**src/rtl/fp_pkg.sv**
```systemverilog
// fp_pkg: shared constants and types for the FP execute stage.
//   EXP_W / MAN_W / BIAS : IEEE-754 single-precision field geometry
//   QITER                : quotient bits produced by the sequential divider
//   QNAN / PINF          : canned special-result encodings
//   fdiv_state_t         : divider FSM states
package fp_pkg;

  localparam int EXP_W = 8;
  localparam int MAN_W = 23;
  localparam int BIAS  = 127;

  // One quotient bit per DIV cycle. The two extra bits are the
  // integer bit and one guard bit used by normalisation.
  localparam int QITER = MAN_W + 2;
  localparam int CNT_W = $clog2(QITER + 1);

  localparam logic [31:0] QNAN = 32'h7FC0_0000;
  localparam logic [31:0] PINF = 32'h7F80_0000;

  typedef enum logic [1:0] {
    IDLE = 2'd0,
    DIV  = 2'd1,
    NORM = 2'd2,
    DONE = 2'd3
  } fdiv_state_t;

endpackage

```
**src/rtl/fdiv_mant_step.sv**
```systemverilog
// fdiv_mant_step: one combinational restoring-division step.
//   rem_in  [W-1:0] : partial remainder, always < 2*divisor
//   divisor [W-2:0] : normalised mantissa with implicit 1
//   rem_out [W-1:0] : next partial remainder, already shifted left by one
//   qbit            : quotient bit produced by this step
// Kept standalone so a radix-4 variant can chain two of them.
module fdiv_mant_step #(
  parameter int W = 25
) (
  input  logic [W-1:0] rem_in,
  input  logic [W-2:0] divisor,
  output logic [W-1:0] rem_out,
  output logic         qbit
);

  logic [W-1:0] div_ext;

  assign div_ext = {1'b0, divisor};
  assign qbit    = (rem_in >= div_ext);

  // After a subtract the remainder is below the divisor, so the left
  // shift can never push a set bit out of the W-bit register.
  assign rem_out = qbit ? ((rem_in - div_ext) << 1) : (rem_in << 1);

endmodule

```
**src/rtl/fdiv_seq.sv**
```systemverilog
// fdiv_seq: multi-cycle single-precision divider, FPResult = FPA / FPB.
//   clk, rst_n : clock (rising edge), asynchronous active-low reset
//   start      : request, only sampled while idle
//   FPA, FPB   : dividend / divisor, captured on the accepting edge
//   busy       : high while a divide is in flight (DIV, NORM)
//   done       : one-cycle pulse, FPResult valid
//   FPResult   : quotient, held until the next done pulse
// Operands are treated as normalised, the quotient is truncated and
// denormal results flush to zero. Latency is fixed at 27 edges from
// the accepting edge to the edge that raises done.
module fdiv_seq
  import fp_pkg::*;
(
  input  logic        clk,
  input  logic        rst_n,
  input  logic        start,
  input  logic [31:0] FPA,
  input  logic [31:0] FPB,
  output logic        busy,
  output logic        done,
  output logic [31:0] FPResult
);

  localparam logic signed [9:0] BIAS_S = 10'(BIAS);

  fdiv_state_t          state, state_nxt;
  logic                 sign;
  logic [EXP_W-1:0]     exp_a, exp_b;
  logic                 a_zero, b_zero;
  logic [MAN_W:0]       man_b;
  logic [QITER-1:0]     rem, quo;
  logic [CNT_W-1:0]     cnt;
  logic [QITER-1:0]     rem_step;
  logic                 qbit;
  logic                 div_last;

  logic signed [9:0]    exp_norm;
  logic [MAN_W-1:0]     man_norm;
  logic [31:0]          result_nxt;

  fdiv_mant_step #(.W(QITER)) u_step (
    .rem_in  (rem),
    .divisor (man_b),
    .rem_out (rem_step),
    .qbit    (qbit)
  );

  // DIV steps while cnt < QITER and spends one more cycle with the full
  // quotient in place before moving on, which sets the fixed latency.
  assign div_last = (cnt == CNT_W'(QITER));

  // ---------------------------------------------------------------- FSM
  always_ff @(posedge clk or negedge rst_n) begin
    if (!rst_n) state <= IDLE;
    else        state <= state_nxt;
  end

  always_comb begin
    // NOTE: assign a default first so every path drives state_nxt; a
    // missing branch would otherwise infer a latch.
    state_nxt = state;
    unique case (state)
      IDLE: if (start)    state_nxt = DIV;
      DIV:  if (div_last) state_nxt = NORM;
      NORM:               state_nxt = DONE;
      DONE:               state_nxt = IDLE;
    endcase
  end

  assign busy = (state == DIV) || (state == NORM);
  assign done = (state == DONE);

  // ----------------------------------------------------------- datapath
  // NOTE: sequential state uses non-blocking assignments only, so every
  // register samples the values from before the edge.
  always_ff @(posedge clk or negedge rst_n) begin
    if (!rst_n) begin
      sign     <= 1'b0;
      exp_a    <= '0;
      exp_b    <= '0;
      a_zero   <= 1'b0;
      b_zero   <= 1'b0;
      man_b    <= '0;
      rem      <= '0;
      quo      <= '0;
      cnt      <= '0;
      FPResult <= '0;
    end else begin
      unique case (state)
        IDLE: if (start) begin
          sign   <= FPA[31] ^ FPB[31];
          exp_a  <= FPA[30:23];
          exp_b  <= FPB[30:23];
          a_zero <= (FPA[30:23] == '0);
          b_zero <= (FPB[30:23] == '0);
          man_b  <= {1'b1, FPB[22:0]};
          rem    <= {1'b0, 1'b1, FPA[22:0]};
          cnt    <= '0;
        end
        DIV: if (!div_last) begin
          rem <= rem_step;
          quo <= {quo[QITER-2:0], qbit};
          cnt <= cnt + 1'b1;
        end
        NORM:    FPResult <= result_nxt;
        default: ;
      endcase
    end
  end

  // ------------------------------------------------- normalise and pack
  // The quotient lies in (2^23, 2^25): bit 24 tells whether the mantissa
  // ratio was >= 1, which decides the one-place shift and exponent fix.
  always_comb begin
    exp_norm = signed'({2'b00, exp_a}) - signed'({2'b00, exp_b}) + BIAS_S
             - (quo[QITER-1] ? 10'sd0 : 10'sd1);
    man_norm = quo[QITER-1] ? quo[MAN_W:1] : quo[MAN_W-1:0];

    result_nxt = {sign, exp_norm[EXP_W-1:0], man_norm};
    if (a_zero && b_zero)      result_nxt = QNAN;
    else if (b_zero)           result_nxt = {sign, PINF[30:0]};
    else if (a_zero)           result_nxt = {sign, 31'h0};
    else if (exp_norm >= 10'sd255) result_nxt = {sign, PINF[30:0]};
    else if (exp_norm <= 10'sd0)   result_nxt = {sign, 31'h0};
  end

endmodule

```
**config.mk**
```make
export PLATFORM = sky130hd
export DESIGN_NAME = fdiv_seq
export DESIGN_NICKNAME = d
export VERILOG_FILES = /design/src/rtl/fp_pkg.sv /design/src/rtl/fdiv_mant_step.sv /design/src/rtl/fdiv_seq.sv
export SDC_FILE = /design/constraint.sdc
export NUM_CORES = 1
export LEC_CHECK = 0
export CORE_UTILIZATION = 45
export CTS_CLUSTER_DIAMETER = 60
export DETAILED_ROUTE_END_ITERATION = 6
export PLACE_DENSITY = 0.67
export SLEW_MARGIN = 40
export SYNTH_ARGS = -nofsm -noshare
export SYNTH_HDL_FRONTEND = slang
export SYNTH_SLANG_ARGS = --single-unit
```
**constraint.sdc**
```tcl
create_clock -name clk -period 5.2 [get_ports clk]
set_input_delay 1.04 -clock clk [delete_from_list [all_inputs] [get_ports clk]]
set_output_delay 1.04 -clock clk [all_outputs]
set_load 0.05 [all_outputs]
```
==> qor.csv, run 1 <==
stage,metric,value,unit
worst_setup_path,crit_buf_inv,3,
clocking,path_clk_slew,60,ps
grt,grt_pass1_vias,6299,
clocking,clk_latency,430,ps
synth,syn_area,8030,um^2
place,gp_congestion,0.863,
floorplan,rows,48,
timing,finalHoldViolations,0,
synth,synth_cell_types,71,
drt,drc,0,
run,maxCapViolations,0,
worst_setup_path,crit_start,exp_a[0],
worst_setup_path,path_cells,"inv_1, ha_1, inv_1, fa_1, a211oi_1, nor3b_2, o21a_1, nor2_1, xnor2_1, inv_1, ha_1, o21a_1, nor2_1, a31oi_1, xnor2_2, a311o_4, o41ai_1",
timing,post-route-min-period,4220,ps
floorplan,core_area,17400,um^2
synth,ys_top_cells_by_count,"dfrtp_1 (132), mux2_2 (66), nand2_1 (64), inv_1 (58), ha_1 (45)",
timing,whs,446,ps
timing,fmax,237,MHz
synth,synth_ff_type,dfrtp_1,
worst_setup_path,cp_top_family,compound AO/OA/AOI/OAI gates,
clocking,clock-sinks,132,
worst_setup_path,r2r-start,exp_a[0],
clocking,htree_levels,4,
cells_and_area,final_nets,975,
grt,overflow,0,
cells_and_area,fill_cells,1535,
worst_setup_path,worstPathRequired,5510,ps
clocking,cts_tree,built,
grt,grt_max_degree,133,
worst_setup_path,slowest_delay,570,ps
synth,yosysMostFrequentCell,dfrtp_1,
drt,wl,17.9,mm
timing,setup_viol,0,
clocking,clockBufferDepth,2,
synth,ys_seq_area_frac,0.411,
drt,ant_nets,0,
worst_setup_path,timing.rr.end,FPResult[0],
place,place_inst,1066,
cells_and_area,seq_area,3300,um^2
timing,grt_setup_unrepaired,no,
cells_and_area,utilization,0.566,
floorplan,start_util,0.463,
grt,antenna_found_initial,1,
timing,setup_tns,0,ps
worst_setup_path,crit_type,register to register,
timing,maxSlewViolCount,0,
cells_and_area,multi_input_area,4360,um^2
worst_setup_path,crit_slowest_cell,a311o_4,
grt,gr-usage-all-layers,0.209,
synth,ys_ff_latch,132,
clocking,hold_buffers,0,
timing,tightest_slew,748,ps
synth,synth_cells,768,
drt,vias,6170,
drt,wl_per_cell,16.3,um
drt,viasPerCell,5.62,
timing,max-slew-margin-rel,0.498,
synth,synth_area_per_cell,10.5,um^2
worst_setup_path,rr_worst_depth,17,
drt,drt_iter0_markers,296,
worst_setup_path,worst-path-stages,17,
clocking,cts_setup_buffers,0,
worst_setup_path,endpoint_kind,register,
floorplan,die_y,136,um
grt,grt_pass1_wl,30.4,mm
synth,synth.largest_area_cell,dfrtp_1,
timing,final.period_utilization,0.811,
synth,synth_edf_count,0,
place,port_buffers,100,
timing,clock-skew-final,16.7,ps
cells_and_area,drive_gt1_frac,0.167,
cells_and_area,finalNonFillerCells,1098,
synth,yosysWarnings,0,
worst_setup_path,r2r_setup_slack,980,ps
floorplan,num_io_pins,101,
worst_setup_path,cp.arrival,4530,ps
floorplan,die-area,18400,um^2
cells_and_area,syn_to_final_growth,22.3,%
synth,synth.net_count,883,
worst_setup_path,worstSetupEndpoint,FPResult[0],
floorplan,die_width,136,um
outcome,status,"finished, final reports clean",
synth,yosys-top-cells-area,"dfrtp_1 (41%), mux2_2 (9.3%), ha_1 (7.0%)",
clocking,cts_made_buffers,17,
drt,drtPass1Iterations,5,
synth,synth_top_area_share,0.411,
worst_setup_path,crit_top_cell,inv_1,
clocking,root_buffer,clkbuf_16,
worst_setup_path,start_kind,register,
worst_setup_path,cp_max_fo,23,
place,hpwl,12.5,mm
synth,synth-async-reset-ratio,1.00,
worst_hold_path,min_path_type,register to register,
clocking,cts-resized-gates,0,
tightest hold or removal path, cell delays in order, from the launching register on:
cell and delay, ps:
dfrtp_1 320, inv_1 50, nand2_1 50
through the flow:
| step | area, um^2 | worst slack [ps] |
|---|---|---|
| 3_5_place_dp | 9240 | 1000 |
| 6_report | 9830 | 980 |
| 3_3_place_gp | 9240 | 1090 |
| 4_1_cts | 9830 | 973 |
| 5_1_grt | 9830 | 637 |
| 2_1_floorplan | 8030 | 1390 |
flip-flops by register name, indices dropped and copies added (netlist names):
name / cells
a_zero: 1
sign: 1
state: 2
quo: 25
FPResult: 32
exp_a: 8
b_zero: 1
exp_b: 8
cnt: 5
rem: 25
man_b: 24
final cells by class:
| cell class | count | share of cell area |
|---|---|---|
| sequential | 132 | 0.336 |
| timing repair buffer | 109 | 0.110 |
| clock buffer | 18 | 0.0447 |
| clock inverter | 13 | 0.0151 |
| inverter | 58 | 0.0222 |
| antenna | 1 | 0.000255 |
| multi-input combinational | 542 | 0.443 |
| tap | 225 | 0.0286 |
kinds of logic (layout without fill, tap and decap cells):
group           after synthesis  in the layout  share of synthesized area
compound gates              196            196                      0.195
simple gates                174            174                      0.106
flops                       132            132                      0.411
mux                          98             98                      0.132
buf+inv                      94            198                     0.0475
fa+ha+maj                    48             48                     0.0776
xor+xnor                     26             26                     0.0302
other cells                   0              1                          0
worst min-delay path by stage:
stage | depth (start not counted) | to | slack (ps) | from
2_1_floorplan | 2 | man_b[23] | 420 | man_b[23]
3_3_place_gp | 2 | man_b[23] | 430 | man_b[23]
3_5_place_dp | 2 | man_b[23] | 440 | man_b[23]
4_1_cts | 2 | man_b[23] | 450 | man_b[23]
5_1_grt | 2 | man_b[23] | 480 | man_b[23]
6_report | 2 | man_b[23] | 450 | man_b[23]
routing by layer:
| layer | wire length (um) | global-route usage |
|---|---|---|
| met5 | 0 | 0 |
| met4 | 257 | 0.0787 |
| met3 | 558 | 0.0363 |
| met2 | 8710 | 0.346 |
| met1 | 8390 | 0.273 |
cells in the final DEF (no fill, tap or decap), drive strengths merged, types with 11 or more instances in the layout:
cell type      synthesis  layout
a22oi                 11      11
a21oi                 18      18
xor2                  11      11
o31ai                 11      11
dfrtp                132     132
inv                   58      63
xnor2                 15      15
nor4                  12      12
mux2i                 32      32
nor2                  42      42
o41ai                 22      22
nand2                 64      64
o21ai                 44      44
clkbuf                24      18
mux2                  66      66
a21o                  14      14
ha                    45      45
clkdlybuf4s50          0      99
Power of run 1 is left out: the tool's default activity adds up to more than one toggle a clock period on the data nets, which glitch-free logic cannot reach.
==> inputs of run 2 (changes only) <==
clock period = 4 ns   (was 5.2 ns; I/O delays follow)
==> run 2 against run 1 <==
Compared with the run above: the flow now finishes with violations (setup timing); clock-buffer cell count fell by 1; global-route usage rose by 0.67 points; first-iteration DRC count rose by 3.7%; die area did not move; register-to-register slack got worse by 990 ps; non-clock buffer count rose by 18; sequential cell count did not move; hold slack got worse by 39 ps; sequential share of layout area fell by 1.2 points; core utilization rose by 2.1 points; fmax rose by 5.4%; clock skew fell by 7.1 ps; critical path type unchanged; largest cell class unchanged.
==> qor.csv, run 2 (synthesis gave the netlist of run 1 again) <==
stage,metric,value,unit,change
drt,ant_nets,0,,unchanged
floorplan,core_area,17400,um^2,unchanged
cells_and_area,final_common_cell,dfrtp_1,,unchanged
timing,setup_viol,1,,was 0
drt,drc,0,,unchanged
cells_and_area,fin_area,10200,um^2,was 9830 um^2
worst_setup_path,start_kind,register,,unchanged
floorplan,die-area,18400,um^2,unchanged
floorplan,num_io_pins,101,,unchanged
timing,fmax,250,MHz,was 237 MHz
place,hpwl,12.7,mm,was 12.5 mm
outcome,status,"finished, violations left",,"was finished, final reports clean"
place,port_buffers,100,,unchanged
floorplan,start_util,0.463,,unchanged
worst_setup_path,worstPathRequired,4320,ps,was 5510 ps
worst_setup_path,cp_max_fo,6,,was 23
clocking,cts_made_buffers,17,,unchanged
grt,antenna_found_initial,0,,was 1
cells_and_area,multi_input_area,4570,um^2,was 4360 um^2
cells_and_area,largest_register_ffs,32,,unchanged
grt,overflow,0,,unchanged
drt,wl_per_cell,17.0,um,was 16.3 um
place,gp_congestion,0.924,,was 0.863
cells_and_area,utilization,0.587,,was 0.566
grt,grt_pass1_vias,6439,,was 6299
worst_hold_path,min_path_type,input pin to asynchronous set/reset pin,,was register to register
floorplan,rows,48,,unchanged
worst_setup_path,cp.arrival,4330,ps,was 4530 ps
clocking,htree_levels,4,,unchanged
cells_and_area,n_antenna_cell,0,,was 1
cells_and_area,seq_area,3300,um^2,unchanged
grt,grt_max_degree,133,,unchanged
timing,post-route-min-period,4000,ps,was 4220 ps
place,place_area,9340,um^2,was 9240 um^2
drt,wl,19.0,mm,was 17.9 mm
cells_and_area,drive_gt1_frac,0.207,,was 0.167
drt,drt_iter0_markers,307,,was 296
run,maxCapViolations,0,,unchanged
grt,grt_pass1_wl,31.1,mm,was 30.4 mm
drt,viasPerCell,5.75,,was 5.62
cells_and_area,largestRegisters,"FPResult (32), quo (25), rem (25)",,unchanged
cells_and_area,finalNonFillerCells,1119,,was 1098
floorplan,die_y,136,um,unchanged
outcome,violations,setup timing,,
timing,clock-skew-final,9.58,ps,was 16.7 ps
clocking,clk_latency,430,ps,about the same
place,place_inst,1076,,was 1066
cells_and_area,final_cell_mix,"dfrtp_1 (132), clkdlybuf4s50_1 (99), mux2_2 (66)",,unchanged
cells_and_area,regMostFlops,FPResult,,unchanged
timing,max-slew-margin-rel,0.487,,was 0.498
timing,final.period_utilization,1.00,,was 0.811
timing,maxSlewViolCount,0,,unchanged
timing,tightest_slew,770,ps,was 748 ps
grt,gr-usage-all-layers,0.216,,was 0.209
clocking,cts_tree,built,,unchanged
floorplan,die_width,136,um,unchanged
cells_and_area,syn_to_final_growth,26.9,%,was 22.3%
drt,vias,6437,,was 6170
clocking,clockBufferDepth,2,,unchanged
clocking,path_clk_slew,60,ps,about the same
worst_setup_path,endpoint_kind,register,,unchanged
cells_and_area,fill_cells,1455,,was 1535
timing,finalHoldViolations,0,,unchanged
timing,grt_setup_unrepaired,yes,,was no
clocking,clock-sinks,132,,unchanged
timing,worst_slack,-4.84,ps,was 980 ps
drt,drtPass1Iterations,5,,unchanged
clocking,root_buffer,clkbuf_16,,unchanged
worst_setup_path,rr_worst_depth,16,,was 17
cells_and_area,final_nets,996,,was 975
worst_setup_path,crit_type,register to register,,unchanged
[run 2: cell types whose count changed in the layout (fill, tap and decap cells not counted), moves of 3 or more]
cell | previous run | this run
buf_4 | 9 | 23
ha_1 | 45 | 42
inv_6 | 5 | 8
inv_8 | 0 | 3
o41ai_1 | 3 | 0
o41ai_2 | 19 | 16
o41ai_4 | 0 | 6
[run 2: what timing repair did]
action,in CTS,in global routing
pin swaps,2,15
hold buffers,0,0
buffers inserted,0,8
gates resized for setup,2,27
endpoints found under the setup margin,23,28
gates cloned,1,3
[run 2: final cells by class]
| class | instances | share of cell area |
|---|---|---|
| multi-input combinational | 545 | 0.448 |
| sequential | 132 | 0.324 |
| timing repair buffer | 127 | 0.124 |
| clock buffer | 17 | 0.0417 |
| tap | 225 | 0.0276 |
| inverter | 58 | 0.0214 |
| clock inverter | 15 | 0.0131 |
[run 2: per-stage QoR]
stage	worst slack (ps)	hold WS, ps	setup TNS, ps
global placement	99.8	436	0
detailed placement	-39.3	439	-409
CTS	-37.4	454	-221
floorplan	188	418	0
finish	-4.84	407	-4.84
global route	-195	479	-3240
[run 2: metal layers]
layer,GRT usage,share of wire
met1,0.268,0.44
met2,0.377,0.51
met3,0.0456,0.038
met4,0.0574,0.015
met5,0,0
[run 2: critical path, stage by stage (launching register included)]
cell     delay (ps)
dfrtp_1         380
inv_1            70
ha_2            180
inv_2            40
fa_2            350
xor2_1          230
inv_1            90
ha_1            300
a21o_1          190
a21oi_2         230
nor3_1          110
o31ai_2         340
a31oi_2         180
xnor2_2         220
buf_4           160
a311o_4         470
o41ai_4         360
[run 2: path summary, 6_finish.rpt]
kind	start	endpoint	slack [ps]
setup / recovery	exp_a[0]	FPResult[6]	-5
hold / removal	rst_n	a_zero	410
setup reg to reg	exp_a[0]	FPResult[6]	-5
hold reg to reg	man_b[23]	man_b[23]	450
max in group asynchronous	rst_n	man_b[6]	2960
min in group clk	man_b[23]	man_b[23]	450
Power of run 2 is left out for the same reason.
==> inputs of run 3 (changes only) <==
SLEW_MARGIN = unset   (was 40)
==> run 3 against run 2 <==
Compared with the run above: via count barely moved; design area stayed put; register-to-register slack about the same; the flow still finishes with violations (setup timing); sequential cell count did not move; fmax is essentially flat; cell count is the same; critical endpoint unchanged; critical path depth is the same.
==> qor.csv, run 3 (synthesis gave the netlist of run 1 again) <==
stage,metric,value,unit,change
outcome,status,"finished, violations left",,unchanged
outcome,violations,setup timing,,unchanged
worst_setup_path,cp_max_fo,6,,unchanged
cells_and_area,largest_register_ffs,32,,unchanged
worst_setup_path,worstPathRequired,4320,ps,about the same
cells_and_area,utilization,0.587,,unchanged
timing,setup_viol,2,,was 1
floorplan,core_area,17400,um^2,unchanged
drt,vias,6436,,was 6437
timing,tightest_slew,984,ps,was 770 ps
timing,clock-skew-final,9.58,ps,about the same
place,port_buffers,100,,unchanged
grt,antenna_found_initial,0,,unchanged
cells_and_area,fill_cells,1455,,unchanged
worst_setup_path,crit_type,register to register,,unchanged
grt,grt_pass1_vias,6439,,unchanged
clocking,hold_buffers,0,,unchanged
worst_setup_path,cp_top_family,compound AO/OA/AOI/OAI gates,,unchanged
grt,grt_max_degree,133,,unchanged
timing,worst_slack,-8.17,ps,was -4.84 ps
clocking,root_buffer,clkbuf_16,,unchanged
floorplan,die-area,18400,um^2,unchanged
timing,setup_tns,-9.32,ps,was -4.84 ps
floorplan,die_width,136,um,unchanged
drt,viasPerCell,5.75,,about the same
cells_and_area,largestRegisters,"FPResult (32), quo (25), rem (25)",,unchanged
drt,wl_per_cell,17.0,um,about the same
run,maxCapViolations,0,,unchanged
worst_setup_path,crit_buf_inv,4,,unchanged
worst_setup_path,cp.arrival,4330,ps,about the same
cells_and_area,final_nets,996,,unchanged
drt,drt_iter0_markers,307,,unchanged
cells_and_area,drive_gt1_frac,0.206,,was 0.207
timing,final.period_utilization,1.00,,about the same
floorplan,num_io_pins,101,,unchanged
timing,maxSlewViolCount,0,,unchanged
floorplan,die_y,136,um,unchanged
worst_setup_path,start_kind,register,,unchanged
timing,max-slew-margin-rel,0.343,,was 0.487
timing,finalHoldViolations,0,,unchanged
cells_and_area,final_common_cell,dfrtp_1,,unchanged
timing,grt_setup_unrepaired,yes,,unchanged
floorplan,start_util,0.463,,unchanged
drt,ant_nets,0,,unchanged
drt,drc,0,,unchanged
floorplan,rows,48,,unchanged
clocking,clockBufferDepth,2,,unchanged
worst_setup_path,endpoint_kind,register,,unchanged
place,hpwl,12.7,mm,unchanged
worst_setup_path,crit_top_cell,inv_1,,unchanged
cells_and_area,final_cell_mix,"dfrtp_1 (132), clkdlybuf4s50_1 (99), mux2_2 (66)",,unchanged
cells_and_area,finalNonFillerCells,1119,,unchanged
place,gp_congestion,0.924,,unchanged
worst_setup_path,slowest_delay,460,ps,was 470 ps
timing,post-route-min-period,4010,ps,was 4000 ps
clocking,clk_latency,430,ps,about the same
cells_and_area,regMostFlops,FPResult,,unchanged
grt,gr-usage-all-layers,0.216,,unchanged
worst_hold_path,min_path_type,input pin to asynchronous set/reset pin,,unchanged
worst_setup_path,path_cells,"inv_1, ha_2, inv_2, fa_2, xor2_1, inv_1, ha_1, a21o_1, a21oi_2, nor3_1, o31ai_2, a31oi_2, xnor2_2, buf_4, a311o_4, o41ai_4",,unchanged
clocking,clock-sinks,132,,unchanged
timing,fmax,249,MHz,was 250 MHz
clocking,cts_tree,built,,unchanged
grt,grt_pass1_wl,31.1,mm,unchanged
cells_and_area,syn_to_final_growth,26.9,%,unchanged
cells_and_area,fin_area,10200,um^2,unchanged
worst_setup_path,crit_slowest_cell,a311o_4,,unchanged
drt,drtPass1Iterations,4,,was 5
grt,overflow,0,,unchanged
clocking,path_clk_slew,60,ps,about the same
place,place_area,9340,um^2,unchanged
drt,wl,19.0,mm,about the same
clocking,htree_levels,4,,unchanged
cells_and_area,n_antenna_cell,0,,unchanged
place,place_inst,1076,,unchanged
clocking,cts_made_buffers,17,,unchanged
run 3: changes by cell type in the layout (fill, tap and decap cells not counted):
cell	before	now
inv_1	55	56
inv_2	3	2
run 3: layer usage:
| layer | routed length, um | GRT usage | up-vias |
|---|---|---|---|
| met5 | 0 | 0 | - |
| met4 | 295 | 0.0574 | 0 |
| met3 | 766 | 0.0456 | 27 |
| met2 | 9620 | 0.377 | 174 |
| met1 | 8350 | 0.268 | 3159 |
| li1 | - | - | 3076 |
run 3: final timing paths:
path | from | to | slack, ps | cells after the start
max | exp_a[0] | FPResult[6] | -8 | 16
min | rst_n | a_zero | 410 | 2
max reg2reg | exp_a[0] | FPResult[6] | -8 | 16
min reg2reg | man_b[23] | man_b[23] | 450 | 2
max in group asynchronous | rst_n | man_b[6] | 2960 | 2
min in group clk | man_b[23] | man_b[23] | 450 | 2
run 3: stage by stage:
step / hold slack, ps / worst slack (ps)
2_1_floorplan: 418 / 188
3_3_place_gp: 436 / 99.8
3_5_place_dp: 439 / -39.3
4_1_cts: 454 / -37.4
5_1_grt: 479 / -195
6_report: 407 / -8.17
run 3: final cells by class:
type,count,area (um^2),area share
Clock buffer,17,425,0.0417
Inverter,58,218,0.0214
Sequential cell,132,3300,0.324
Tap cell,225,282,0.0276
Clock inverter,15,134,0.0131
Multi-Input combinational cell,545,4570,0.448
Timing Repair Buffer,127,1260,0.124
run 3: what timing repair did:
action	in CTS	in global routing
buffers inserted	0	8
pin swaps	2	15
cloned	1	3
gates resized for setup	2	27
setup endpoints to repair	23	28
Power of run 3 is left out for the same reason.
